`src/rtl/debounce_multi.sv`:
```
// Multi-channel push-button debouncer: 2-flop synchroniser, per-channel stability counter,
// one-cycle press/release pulses and an optional long-press pulse (`DEBOUNCE_LONGPRESS_EN).
// The release pulse port is named release_pulse because "release" is a SystemVerilog keyword.
module debounce_multi #(
    parameter int unsigned CHANNELS       = 4,
    parameter int unsigned DEBOUNCE_DELAY = 10,
    parameter int unsigned COUNTER_BITS   = 20,
    parameter bit          ACTIVE_LOW     = 1'b0,
    parameter int unsigned LONG_DELAY     = 1000
) (
    input  logic                clk,
    input  logic                reset,
    input  logic [CHANNELS-1:0] button_in,
    output logic [CHANNELS-1:0] button_out,
    output logic [CHANNELS-1:0] press,
    output logic [CHANNELS-1:0] release_pulse,
    output logic [CHANNELS-1:0] long_press
);

    localparam logic [COUNTER_BITS-1:0] CNT_LAST = COUNTER_BITS'(DEBOUNCE_DELAY - 1);
    localparam logic [COUNTER_BITS-1:0] CNT_ONE  = COUNTER_BITS'(1);

    // Reject parameter sets the counters cannot represent.
    if (CHANNELS == 0 || DEBOUNCE_DELAY == 0 || LONG_DELAY == 0 ||
        64'(DEBOUNCE_DELAY) >= (64'd1 << COUNTER_BITS)) begin : g_bad_params
        $error("debounce_multi: illegal parameter combination");
    end

    logic [CHANNELS-1:0]     sync1;
    logic [CHANNELS-1:0]     sync2;
    logic [CHANNELS-1:0]     level;
    logic [COUNTER_BITS-1:0] cnt      [CHANNELS];
    logic [COUNTER_BITS-1:0] cnt_next [CHANNELS];
    logic [CHANNELS-1:0]     out_next;
    logic [CHANNELS-1:0]     press_next;
    logic [CHANNELS-1:0]     release_next;

    assign level = sync2 ^ {CHANNELS{ACTIVE_LOW}};

    // A change is accepted only after DEBOUNCE_DELAY consecutive mismatching samples.
    always_comb begin
        out_next     = button_out;
        press_next   = '0;
        release_next = '0;
        for (int i = 0; i < int'(CHANNELS); i++) begin
            cnt_next[i] = '0;
            if (level[i] != button_out[i]) begin
                if (cnt[i] == CNT_LAST) begin
                    out_next[i]     = level[i];
                    press_next[i]   = level[i];
                    release_next[i] = ~level[i];
                end else begin
                    cnt_next[i] = cnt[i] + CNT_ONE;
                end
            end
        end
    end

    always_ff @(posedge clk) begin
        if (reset) begin
            sync1         <= '0;
            sync2         <= '0;
            button_out    <= '0;
            press         <= '0;
            release_pulse <= '0;
            for (int i = 0; i < int'(CHANNELS); i++) begin
                cnt[i] <= '0;
            end
        end else begin
            sync1         <= button_in;
            sync2         <= sync1;
            button_out    <= out_next;
            press         <= press_next;
            release_pulse <= release_next;
            for (int i = 0; i < int'(CHANNELS); i++) begin
                cnt[i] <= cnt_next[i];
            end
        end
    end

`ifdef DEBOUNCE_LONGPRESS_EN
    localparam int unsigned          HOLD_BITS = $clog2(LONG_DELAY + 1);
    localparam logic [HOLD_BITS-1:0] HOLD_MAX  = HOLD_BITS'(LONG_DELAY);
    localparam logic [HOLD_BITS-1:0] HOLD_ONE  = HOLD_BITS'(1);

    logic [HOLD_BITS-1:0] hold      [CHANNELS];
    logic [HOLD_BITS-1:0] hold_next [CHANNELS];
    logic [CHANNELS-1:0]  long_next;

    // Hold counter saturates at LONG_DELAY, so the pulse fires once per press.
    always_comb begin
        long_next = '0;
        for (int i = 0; i < int'(CHANNELS); i++) begin
            hold_next[i] = '0;
            if (button_out[i]) begin
                if (hold[i] != HOLD_MAX) begin
                    hold_next[i] = hold[i] + HOLD_ONE;
                    long_next[i] = (hold[i] == HOLD_MAX - HOLD_ONE);
                end else begin
                    hold_next[i] = hold[i];
                end
            end
        end
    end

    always_ff @(posedge clk) begin
        if (reset) begin
            long_press <= '0;
            for (int i = 0; i < int'(CHANNELS); i++) begin
                hold[i] <= '0;
            end
        end else begin
            long_press <= long_next;
            for (int i = 0; i < int'(CHANNELS); i++) begin
                hold[i] <= hold_next[i];
            end
        end
    end
`else
    assign long_press = '0;
`endif

endmodule

```
`config.mk`:
```
export PLATFORM = sky130hd
export DESIGN_NAME = debounce_multi
export DESIGN_NICKNAME = d
export VERILOG_FILES = /design/src/rtl/debounce_multi.sv
export SDC_FILE = /design/constraint.sdc
export NUM_CORES = 1
export LEC_CHECK = 0
export BUFFER_PORTS_ARGS = -buffer_cell sky130_fd_sc_hd__buf_2
export CORE_MARGIN = 2
export CORE_UTILIZATION = 27
export DETAILED_ROUTE_END_ITERATION = 10
export PLACE_DENSITY = 0.47
export SETUP_SLACK_MARGIN = 0.05
export SYNTH_ARGS = -nofsm -noshare
export SYNTH_HDL_FRONTEND = slang
export SYNTH_SLANG_ARGS = --single-unit
```
`constraint.sdc`:
```
create_clock -name clk -period 1.89 [get_ports clk]
set_input_delay 0.189 -clock clk [delete_from_list [all_inputs] [get_ports clk]]
set_output_delay 0.189 -clock clk [all_outputs]
set_load 0.1 [all_outputs]
```
* Word-level counts from Yosys, hierarchy flattened
Memory sizes are Yosys's and may differ from the RTL's.
Index checks and enable logic that the tools add are counted.
** Word-level totals
- Register bits after elaboration :: 20
- RAM bits :: 80
- Bits of input ports :: 6
- Output and inout bits :: 16
- Logic and storage cells :: 66
- Memories kept :: 1
** Memories
- cnt :: depth 4, bits a word 20, rd ports 4, clocked after memory_dff 0, write ports 4, RTL line 32 : logic [COUNTER_BITS-1:0] cnt [CHANNELS];
** Operators by class
- $add $sub $neg :: 4
- Equal/unequal tests :: 8
- Muxes and demuxes :: 15
- Bitwise logic cells :: 16
- Reduce and logical (&&, ||, !) cells :: 8
** Operator list (count)
- two-way mux 20 bit :: 12
- adder 20 x 1 -> 20 bit (second input constant) :: 4
- == test 20 x 4 -> 1 bit (second input constant) :: 4
- NOT 1 bit :: 12
- OR reduction 3 bit :: 4
- AND reduction 2 bit :: 4
- inequality test 1 bit :: 4
- OR 1 bit :: 4
- two-way mux 1 bit :: 3

* Logic depth before layout (Yosys ltp)
Gate-level depths: netlist of the first run.
An unclocked memory read counts as a cell.
- Word-level depth :: 5
- Mapped depth :: 7
- Depth with buffers taken out :: 6

* Worst setup path before layout of the first run
Ideal clock, no wire load.
- Kind :: register to register
- Start point :: mem cnt[1][0]
- End point :: mem cnt[1][14]
- Library setup time :: 71 ps
- Data arrival time :: 1768 ps
- Required time :: 1819 ps
- Slack :: 52 ps
- Stages on the path, launching flop included :: 7
- Clock period less this slack :: 1838 ps
- Cell sequence :: dfxtp_1 > ha_1 > nand3_2 > or4_1 > buf_2 > or3_1 > a21oi_1
** RTL lines (RTL line)
- start, declared :: 32

==> results of run 1 <==
## through the flow
| stage | hold WS, ps | setup WS (ps) | std cells |
|---|---|---|---|
| 3_5_place_dp | 424 | 24.8 | 739 |
| 2_1_floorplan | 261 | 52.0 | 502 |
| 3_3_place_gp | 426 | 91.1 | 739 |
| 4_1_cts | 55.4 | 77.1 | 755 |
| 5_1_grt | 74.7 | 32.6 | 755 |
| 6_report | 70.0 | 138 | 755 |
## sequential cells by signal (all words and copies together) (netlist names)
name,flops
cnt,80
button_out,4
level,4
press,4
release_pulse,4
sync1,4
## layout make-up
| class | instances | area [um2] | area share (%) |
|---|---|---|---|
| Multi-Input combinational cell | 367 | 2240 | 43.1 |
| Sequential cell | 100 | 2010 | 38.8 |
| Tap cell | 216 | 270 | 5.20 |
| Timing Repair Buffer | 40 | 258 | 4.96 |
| Clock buffer | 12 | 256 | 4.94 |
| Clock inverter | 4 | 95.1 | 1.83 |
| Inverter | 16 | 60.1 | 1.16 |
## metal layers
metal | vias to the layer above | track usage, %
li1 | 1804 | -
met1 | 1560 | 13.7
met2 | 45 | 17.2
met3 | 14 | 3.54
met4 | 0 | 4.76
met5 | - | 0
## path summary, 6_finish.rpt
check	end	slack (ps)
min reg2reg	level[3]	440
min	sync1[2]	70
max	cnt[1][14]	140
max reg2reg	cnt[1][14]	140
## cell usage after synthesis (5+ instances only)
master                     count  share of area (%)
sky130_fd_sc_hd__nor3_1       12                1.4
sky130_fd_sc_hd__nor4b_1       5                1.0
sky130_fd_sc_hd__a21oi_1      20                2.3
sky130_fd_sc_hd__o21ai_0      20                2.3
sky130_fd_sc_hd__nand2_1      27                2.3
sky130_fd_sc_hd__xnor2_1      38                7.7
sky130_fd_sc_hd__nor2b_1       8                1.2
sky130_fd_sc_hd__nor2_1       83                7.2
sky130_fd_sc_hd__and4_1       10                2.0
sky130_fd_sc_hd__clkbuf_1     10               0.86
sky130_fd_sc_hd__or4_1         6                1.0
sky130_fd_sc_hd__nand4_1      20                2.9
sky130_fd_sc_hd__and3_1        6               0.86
sky130_fd_sc_hd__nand3_1      28                3.2
sky130_fd_sc_hd__inv_1        16                1.4
sky130_fd_sc_hd__xor2_1       22                4.4
sky130_fd_sc_hd__nor4_1       21                3.0
sky130_fd_sc_hd__dfxtp_1     100                 46
sky130_fd_sc_hd__or3_1        14                2.0
sky130_fd_sc_hd__ha_1          8                2.3
## cells in the final DEF, fill, tap and decap left out, types with 10 or more instances in the layout
cell	instances
sky130_fd_sc_hd__nor4_1	21
sky130_fd_sc_hd__xor2_1	22
sky130_fd_sc_hd__nand2_1	26
sky130_fd_sc_hd__buf_2	17
sky130_fd_sc_hd__buf_4	23
sky130_fd_sc_hd__o21ai_0	16
sky130_fd_sc_hd__xnor2_1	38
sky130_fd_sc_hd__inv_1	16
sky130_fd_sc_hd__nand3_1	28
sky130_fd_sc_hd__nand4_1	20
sky130_fd_sc_hd__or3_1	14
sky130_fd_sc_hd__and4_1	10
sky130_fd_sc_hd__a21oi_1	20
sky130_fd_sc_hd__nor2_1	83
sky130_fd_sc_hd__nor3_1	12
sky130_fd_sc_hd__dfxtp_1	91
## what timing repair did
action	CTS	global route
endpoints found under the setup margin	3	66
cloned	0	0
resized for setup	1	16
## power by group
part | switching, W | internal, W | total, W
sequential | 0.00000850 | 0.00212 | 0.00213
combinational | 0.0000668 | 0.0000227 | 0.0000895
clock | 0.000779 | 0.00136 | 0.00214
total | 0.000855 | 0.00350 | 0.00436
## cell families after synthesis
family / count (synthesis) / share of synthesized area (%)
DFF: 100 / 46.1
xor gates and xnor gates: 60 / 12.1
buffers and inverters: 35 / 3.51
and+or+nand+nor: 251 / 30.7
adders and majority gates: 8 / 2.30
AOI/OAI and AO/OA: 44 / 5.30
other: 1 / 0.0863
==> results.rst, run 1 <==
.. list-table::
   :header-rows: 1

   * - Metric
     - Value
   * - Cell count after synthesis
     - 499
   * - Post-placement cell area
     - 0.00479 mm2
   * - Initial antenna violation count
     - 0
   * - Summed negative setup slack over all endpoints
     - 0 ps
   * - Detailed-route vias per instance
     - 4.53
   * - Min cycle time layout
     - 1750 ps
   * - Instance count on the critical path
     - 5
   * - Layout Utilization
     - 32.8%
   * - Fill cell count
     - 1634
   * - Classification of the worst setup path
     - reg -> reg
   * - DIE HEIGHT
     - 131 um
   * - Number of primary I/O pins
     - 22
   * - Main flop type after synthesis
     - sky130_fd_sc_hd__dfxtp_1
   * - Netlist area before placement
     - 0.00435 mm2
   * - Post-CTS setup buffers
     - 0
   * - Syn. warnings
     - 0
   * - Total die area
     - 0.0171 mm2
   * - Slowest cell on the critical path
     - sky130_fd_sc_hd__or4_4
   * - Largest incremental delay on the critical path
     - 580 ps
   * - Critical path cell sequence
     - ha_2, nand3_2, or4_4, or3_1, a21oi_1
   * - Final max-slew violation count
     - 0
   * - Reg2reg path depth
     - 5
   * - CP Buf/Inv Count
     - 0
   * - Arrival time reported for the critical path endpoint
     - 2030 ps
   * - Number of max-capacitance violations reported
     - 0
   * - Inserted Diodes
     - 0
   * - Average size of a mapped cell
     - 8.71 um2
   * - Largest buffer count on any clock path
     - 2
   * - Weighted congestion reported at the end of routability-driven placement
     - 0.770
   * - Met1 wire length
     - 4.19 mm
   * - Number of endpoints failing setup at the final stage
     - 0
   * - Total design power
     - 0.00436 W
   * - CTS tree
     - built
   * - Top routing layer in use
     - met4
   * - Startpoint of the worst register-to-register path
     - cnt[1][1]
   * - Leakage
     - 1.65 nW
   * - Via Count
     - 3423
   * - Required @ worst endpoint
     - 2160 ps
   * - Unique masters post-synth
     - 31
   * - RSZ-0062 raised after global routing
     - true
   * - Root Driver
     - sky130_fd_sc_hd__clkbuf_16
   * - Largest delay share family, worst path
     - simple AND/OR/NAND/NOR gates
   * - Max Clock Freq
     - 571 MHz
   * - Number of H-tree levels
     - 3
   * - Fraction of layout cells with a size suffix above 1
     - 14.5%
   * - Setup crit start kind
     - register
   * - Maximum ir drop on the vdd rail
     - 444 uV
   * - Worst hold path stage count
     - 2
   * - Horizontal die dimension
     - 131 um
   * - Number of global-route vias before repair
     - 3165
   * - IO buf count
     - 17
   * - Maximum number of pins on one net before global-route repair
     - 21
   * - Core area
     - 0.0158 mm2
   * - Layout Nets
     - 548
   * - Clock-pin slew of the registers on the worst-case setup and hold paths
     - 60 ps
   * - Global-route wire length before repair
     - 14.7 mm
   * - Drt initial violations
     - 198
   * - TritonCTS buffer count
     - 9
   * - Initial cell density of the core
     - 27.5%
   * - Area Growth Syn to Fin
     - 19.5%
   * - Flip-flop and latch count after synthesis
     - 100
   * - Detail Route met2 WL
     - 3.91 mm
   * - Origin of the worst setup path
     - cnt[1][1]
   * - # hold bufs at CTS
     - 0
   * - Placement Rows
     - 46
   * - Pwr/cell area
     - 839 mW/mm2
   * - Class of the tightest hold or removal check
     - in -> reg
   * - Final std cell area, no fill
     - 0.00519 mm2
   * - Final Hold Vio Count
     - 0
   * - Result of the run
     - completed
   * - Leftover overflow at the end of global routing
     - 0
   * - EDFF count, synth
     - 0
   * - Number of antenna-violating nets in the routed design
     - 0
   * - Sequential element share of the synthesized area
     - 46.1%
   * - Part of the cycle the worst path needs
     - 92.7%
   * - Critical Path Sink Type
     - register
   * - Clk_lat worst skew
     - 340 ps
   * - Maximum fanout along the worst path
     - 7
   * - Startpoint of the worst hold path
     - button_in[2]
   * - Met3 Wirelength
     - 284 um
   * - Total wire length after detailed routing
     - 8.58 mm
   * - DPL Wire Length
     - 6.23 mm
   * - Average wire per cell in the routed design
     - 11.4 um
   * - Global-route usage over all layers
     - 10.9%
   * - Worst setup skew after layout
     - 5.32 ps
   * - Number of search-and-repair iterations in the first detailed-routing pass
     - 4
   * - Post-route DRC violation count
     - 0
   * - Sink count of the clock tree
     - 100
   * - Synth async-reset ratio
     - 0%
No activity file was read; power rests on OpenSTA's default activity.
==> run 2: changes to the inputs <==
--- a/config.mk
+++ b/config.mk
@@ -7,9 +7,9 @@
 export LEC_CHECK = 0
 export BUFFER_PORTS_ARGS = -buffer_cell sky130_fd_sc_hd__buf_2
 export CORE_MARGIN = 2
-export CORE_UTILIZATION = 27
+export CORE_UTILIZATION = 45
 export DETAILED_ROUTE_END_ITERATION = 10
-export PLACE_DENSITY = 0.47
+export PLACE_DENSITY = 0.68
 export SETUP_SLACK_MARGIN = 0.05
 export SYNTH_ARGS = -nofsm -noshare
 export SYNTH_HDL_FRONTEND = slang
==> results.rst, run 2 (same netlist as run 1, synthesis figures left out) <==
.. list-table::
   :header-rows: 1

   * - Metric
     - Value
   * - Placement Rows
     - 35
   * - Post-route DRC violation count
     - 0
   * - CP Buf/Inv Count
     - 0
   * - Largest incremental delay on the critical path
     - 590 ps
   * - Non-Filler Instances
     - 667
   * - FF+latch area
     - 0.00201 mm2
   * - DPL Wire Length
     - 5.76 mm
   * - Detailed-route vias per instance
     - 5.21
   * - Arrival time reported for the critical path endpoint
     - 2060 ps
   * - IO buf count
     - 17
   * - Worst Hold Slack
     - 49.0 ps
   * - Comb power frac
     - 2.4%
   * - Largest delay share family, worst path
     - simple AND/OR/NAND/NOR gates
   * - Max Clock Freq
     - 569 MHz
   * - Total die area
     - 0.0105 mm2
   * - Initial cell density of the core
     - 46.6%
   * - Highest-count cells in the layout ignoring fill and taps
     - sky130_fd_sc_hd__dfxtp_1 (93), sky130_fd_sc_hd__nor2_1 (83), sky130_fd_sc_hd__xnor2_1 (38)
   * - Largest buffer count on any clock path
     - 2
   * - Summed negative setup slack over all endpoints
     - 0 ps
   * - Worst setup skew after layout
     - 10.0 ps
   * - Total wire length after detailed routing
     - 8.17 mm
   * - Maximum fanout along the worst path
     - 7
   * - Most common library cell in the layout ignoring fill and taps
     - sky130_fd_sc_hd__dfxtp_1
   * - Global-route met1 utilization
     - 21.4%
   * - Maximum ir drop on the vdd rail
     - 320 uV
   * - Part of the cycle the worst path needs
     - 92.9%
   * - Number of search-and-repair iterations in the first detailed-routing pass
     - 5
   * - Net switching share of the total power
     - 21.9%
   * - Sink count of the clock tree
     - 100
   * - Leakage
     - 1.58 nW
   * - Result of the run
     - completed
   * - Critical Path Sink Type
     - register
   * - Average wire per cell in the routed design
     - 12.2 um
   * - Number of flip-flops under the largest register name
     - 80
   * - Cell internal power dissipation
     - 0.00282 W
   * - Via Count
     - 3473
   * - Number of H-tree levels
     - 3
   * - CTS tree
     - built
   * - Met3 capacity usage during global routing
     - 4.24%
   * - Fill cell count
     - 859
   * - TritonCTS buffer count
     - 9
   * - Inserted Diodes
     - 0
   * - Leftover overflow at the end of global routing
     - 0
   * - Global-route usage over all layers
     - 17.3%
   * - DIE HEIGHT
     - 102 um
   * - Initial antenna violation count
     - 0
   * - Sequential share of power
     - 58.7%
   * - Setup crit start kind
     - register
   * - Core area
     - 0.00933 mm2
   * - Final std cell area, no fill
     - 0.00493 mm2
   * - Cell Count Post-Placement
     - 649
   * - Final Hold Vio Count
     - 0
   * - Critical path cell sequence
     - ha_2, nand3_2, or4_4, or3_1, a21oi_1
   * - Clock-pin slew of the registers on the worst-case setup and hold paths
     - 90 ps
   * - Min cycle time layout
     - 1760 ps
   * - Horizontal die dimension
     - 102 um
   * - Worst slack at placement
     - 22.9 ps
   * - Combined area of the multi-input logic cells
     - 0.00224 mm2
   * - Switching power
     - 0.000792 W
   * - Post-placement cell area
     - 0.00466 mm2
   * - Classification of the worst setup path
     - reg -> reg
   * - Class of the tightest hold or removal check
     - in -> reg
   * - Weighted congestion reported at the end of routability-driven placement
     - 0.809
   * - Met2 demand-to-capacity share in global routing
     - 29.3%
   * - Clk pwr share
     - 38.9%
   * - Required @ worst endpoint
     - 2190 ps
   * - Worst setup slack after layout
     - 133 ps
   * - Final max-slew violation count
     - 0
   * - Number of primary I/O pins
     - 22
   * - Clk_lat worst skew
     - 360 ps
   * - GRT Max-Usage Layer
     - met2
   * - Number of endpoints failing setup at the final stage
     - 0
   * - RSZ-0062 raised after global routing
     - true
   * - Drt initial violations
     - 92
   * - Fraction of layout cells with a size suffix above 1
     - 13.9%
   * - Top register by number of flip-flops
     - cnt
   * - Number of antenna-violating nets in the routed design
     - 0
   * - Area Growth Syn to Fin
     - 13.5%
   * - Global-route wire length before repair
     - 14.5 mm
   * - Pwr/cell area
     - 733 mW/mm2
   * - Slowest cell on the critical path
     - sky130_fd_sc_hd__or4_4
   * - Number of global-route vias before repair
     - 3337
   * - Number of max-capacitance violations reported
     - 0
   * - Maximum number of pins on one net before global-route repair
     - 21
   * - Root Driver
     - sky130_fd_sc_hd__clkbuf_8
   * - Layout Nets
     - 547
## run 2: worst reg2reg max path: stages (launching register included)
cell and delay, ps:
sky130_fd_sc_hd__dfxtp_2 360, sky130_fd_sc_hd__ha_2 200, sky130_fd_sc_hd__nand3_2 90, sky130_fd_sc_hd__or4_4 590, sky130_fd_sc_hd__or3_1 320, sky130_fd_sc_hd__a21oi_1 140
## run 2: final timing paths
check	cells after the start	from	slack, ps	to
worst max-delay path	5	cnt[1][1]	130	cnt[1][14]
worst min-delay path	2	button_in[1]	50	sync1[1]
worst max register to register	5	cnt[1][1]	130	cnt[1][14]
worst min register to register	1	sync1[0]	450	level[0]
## run 2: area by class of cell
| class | instances | area share (%) |
|---|---|---|
| timing repair buffer | 39 | 5.07 |
| clock buffer | 11 | 3.07 |
| tap | 129 | 3.27 |
| clock inverter | 5 | 1.19 |
| multi-input combinational | 367 | 45.4 |
| sequential | 100 | 40.8 |
| inverter | 16 | 1.22 |
## run 2: what timing repair did
action,CTS,global route
gates cloned,0,0
endpoints found under the setup margin,3,78
buffers inserted,0,2
pin swaps,0,1
hold buffers,0,0
gates resized for setup,1,14
## run 2: power groups by stage
stage	clock [W]	sequential (W)	combinational, W
3_5_place_dp	0	0.00217	0.0000857
5_1_grt	0.00154	0.00213	0.0000945
6_report	0.00141	0.00212	0.0000866
4_1_cts	0.00145	0.00212	0.0000863
2_1_floorplan	0	0.00217	0.0000710
3_3_place_gp	0	0.00217	0.0000853
## run 2: metrics by stage
stage | utilization [%] | total power [W]
after floorplan | - | 0.00224
after global placement | 50.0 | 0.00226
after detailed placement | 50.0 | 0.00226
after CTS | 52.3 | 0.00366
after global routing | 52.9 | 0.00376
final | 52.9 | 0.00361
## run 2: metal layers
metal	part of all wire [%]	vias to the layer above
met5	0	-
met4	1.5	0
met3	2.7	10
met2	48	37
met1	48	1628
li1	-	1798
==> run 3: changes to the inputs <==
--- a/config.mk
+++ b/config.mk
@@ -9,7 +9,7 @@
 export CORE_MARGIN = 2
 export CORE_UTILIZATION = 45
 export DETAILED_ROUTE_END_ITERATION = 10
-export PLACE_DENSITY = 0.68
+export PLACE_DENSITY = 0.72
 export SETUP_SLACK_MARGIN = 0.05
 export SYNTH_ARGS = -nofsm -noshare
 export SYNTH_HDL_FRONTEND = slang
==> results.rst, run 3 (same netlist as run 1, synthesis figures left out) <==
.. list-table::
   :header-rows: 1

   * - Metric
     - Value
   * - CTS tree
     - built
   * - Critical Path Sink Type
     - register
   * - # hold bufs at CTS
     - 0
   * - Total wire length after detailed routing
     - 8.22 mm
   * - Global-route usage over all layers
     - 16.8%
   * - Result of the run
     - completed
   * - Placement Rows
     - 35
   * - Final max-slew violation count
     - 0
   * - Hold worst-path end
     - sync1[2]
   * - Worst hold path stage count
     - 2
   * - Maximum fanout along the worst path
     - 7
   * - Number of antenna-violating nets in the routed design
     - 0
   * - Post-placement cell area
     - 0.00465 mm2
   * - Via Count
     - 3486
   * - Startpoint of the worst hold path
     - button_in[2]
   * - Setup crit start kind
     - register
   * - Final std cell area, no fill
     - 0.00491 mm2
   * - Final Hold Vio Count
     - 0
   * - Root Driver
     - sky130_fd_sc_hd__clkbuf_8
   * - Weighted congestion reported at the end of routability-driven placement
     - 0.837
   * - Number of max-capacitance violations reported
     - 0
   * - Initial cell density of the core
     - 46.6%
   * - Part of the cycle the worst path needs
     - 94.3%
   * - Inserted Diodes
     - 0
   * - Total die area
     - 0.0105 mm2
   * - Met3 capacity usage during global routing
     - 3.90%
   * - Arrival time reported for the critical path endpoint
     - 2090 ps
   * - Global-route met1 utilization
     - 20.6%
   * - TritonCTS buffer count
     - 9
   * - Leakage
     - 1.58 nW
   * - Layout Nets
     - 545
   * - Top register by number of flip-flops
     - cnt
   * - Required @ worst endpoint
     - 2190 ps
   * - Worst slack at placement
     - 48.3 ps
   * - Met2 demand-to-capacity share in global routing
     - 29.0%
   * - Maximum ir drop on the vdd rail
     - 351 uV
   * - Slack of the worst reg-to-reg path
     - 110 ps
   * - Pwr/cell area
     - 753 mW/mm2
   * - Reg2reg path depth
     - 4
   * - GRT Max-Usage Layer
     - met2
   * - Average wire per cell in the routed design
     - 12.4 um
   * - Core area
     - 0.00933 mm2
   * - Area Growth Syn to Fin
     - 13.0%
   * - Number of H-tree levels
     - 3
   * - IO buf count
     - 17
   * - Detailed-route vias per instance
     - 5.24
   * - Startpoint of the worst register-to-register path
     - cnt[0][10]
   * - Initial antenna violation count
     - 0
   * - Maximum number of pins on one net before global-route repair
     - 21
   * - Leftover overflow at the end of global routing
     - 0
   * - Horizontal die dimension
     - 102 um
   * - Classification of the worst setup path
     - reg -> reg
   * - Drt initial violations
     - 143
   * - RSZ-0062 raised after global routing
     - true
   * - Sink count of the clock tree
     - 100
   * - Number of primary I/O pins
     - 22
   * - Most common library cell in the layout ignoring fill and taps
     - sky130_fd_sc_hd__dfxtp_1
   * - Number of search-and-repair iterations in the first detailed-routing pass
     - 4
   * - Fraction of layout cells with a size suffix above 1
     - 12.9%
   * - Clock-pin slew of the registers on the worst-case setup and hold paths
     - 100 ps
   * - Min cycle time layout
     - 1780 ps
   * - Worst setup skew after layout
     - 15.5 ps
   * - DIE HEIGHT
     - 102 um
   * - Max Clock Freq
     - 561 MHz
   * - Number of endpoints failing setup at the final stage
     - 0
   * - Global-route wire length before repair
     - 14.0 mm
   * - Clk_lat worst skew
     - 370 ps
   * - DPL Wire Length
     - 5.76 mm
   * - Post-route DRC violation count
     - 0
   * - Number of flip-flops under the largest register name
     - 80
   * - Worst setup slack after layout
     - 107 ps
   * - Largest buffer count on any clock path
     - 2
   * - Highest-count cells in the layout ignoring fill and taps
     - sky130_fd_sc_hd__dfxtp_1 (95), sky130_fd_sc_hd__nor2_1 (83), sky130_fd_sc_hd__xnor2_1 (38)
   * - Capture instance of the worst register-to-register path
     - cnt[0][19]
   * - Class of the tightest hold or removal check
     - in -> reg
   * - Number of global-route vias before repair
     - 3215
-- run 3: changes by cell type in the layout (fill, tap and decap cells not counted), moves of 2 or more --
cell,before,now
sky130_fd_sc_hd__buf_4,22,20
sky130_fd_sc_hd__clkbuf_8,11,9
sky130_fd_sc_hd__clkinv_2,1,4
sky130_fd_sc_hd__clkinvlp_4,2,0
sky130_fd_sc_hd__dfxtp_1,93,95
-- run 3: timing repair --
| item | 4_1_cts | 5_1_grt |
|---|---|---|
| resized for setup | 1 | 9 |
| buffers inserted | 0 | 1 |
| endpoints found under the setup margin | 3 | 49 |
| pin swaps | 0 | 1 |
| hold endpoints to repair | 0 | 0 |
-- run 3: worst max-delay path, stage by stage, from the launching register on --
cell	delay [ps]
sky130_fd_sc_hd__dfxtp_1	470
sky130_fd_sc_hd__nand4_4	170
sky130_fd_sc_hd__or4_4	570
sky130_fd_sc_hd__or3_1	350
sky130_fd_sc_hd__a21oi_1	150
-- run 3: worst max-delay path by stage --
stage / start / end / slack [ps]
2_1_floorplan: cnt[1][0] / cnt[1][14] / 50
3_3_place_gp: cnt[1][1] / cnt[1][16] / 110
3_5_place_dp: cnt[1][1] / cnt[1][16] / 50
4_1_cts: cnt[1][1] / cnt[1][16] / 100
5_1_grt: cnt[0][0] / cnt[0][16] / -30
6_report: cnt[0][10] / cnt[0][19] / 110
-- run 3: stage by stage --
stage               TNS [ps]  utilization (%)  instances  hold WS (ps)  total power (W)
global route           -28.4             52.6        665          33.3          0.00383
finish                     0             52.6        665          31.0          0.00370
CTS                        0             52.2        664          20.4          0.00373
floorplan                  0                -        502           261          0.00224
detailed placement         0             49.9        648           416          0.00226
global placement           0             49.9        648           403          0.00226
-- run 3: cell type report --
type,instances,area (um2)
Clock buffer,9,124
Inverter,16,60.1
Tap cell,129,161
Fill cell,873,4420
Multi-Input combinational cell,367,2230
Timing Repair Buffer,37,235
Sequential cell,100,2010
Clock inverter,7,88.8
-- run 3: power by group --
group	total, W	switching, W	internal [W]
clock	0.00149	0.000745	0.000742
sequential	0.00212	0.00000802	0.00212
combinational	0.0000850	0.0000645	0.0000205
total	0.00370	0.000818	0.00288
-- run 3: metal layers --
layer,vias to the layer above,part of all wire [%]
li1,1795,-
met1,1634,47
met2,47,49
met3,10,2.6
met4,0,1.5
met5,-,0
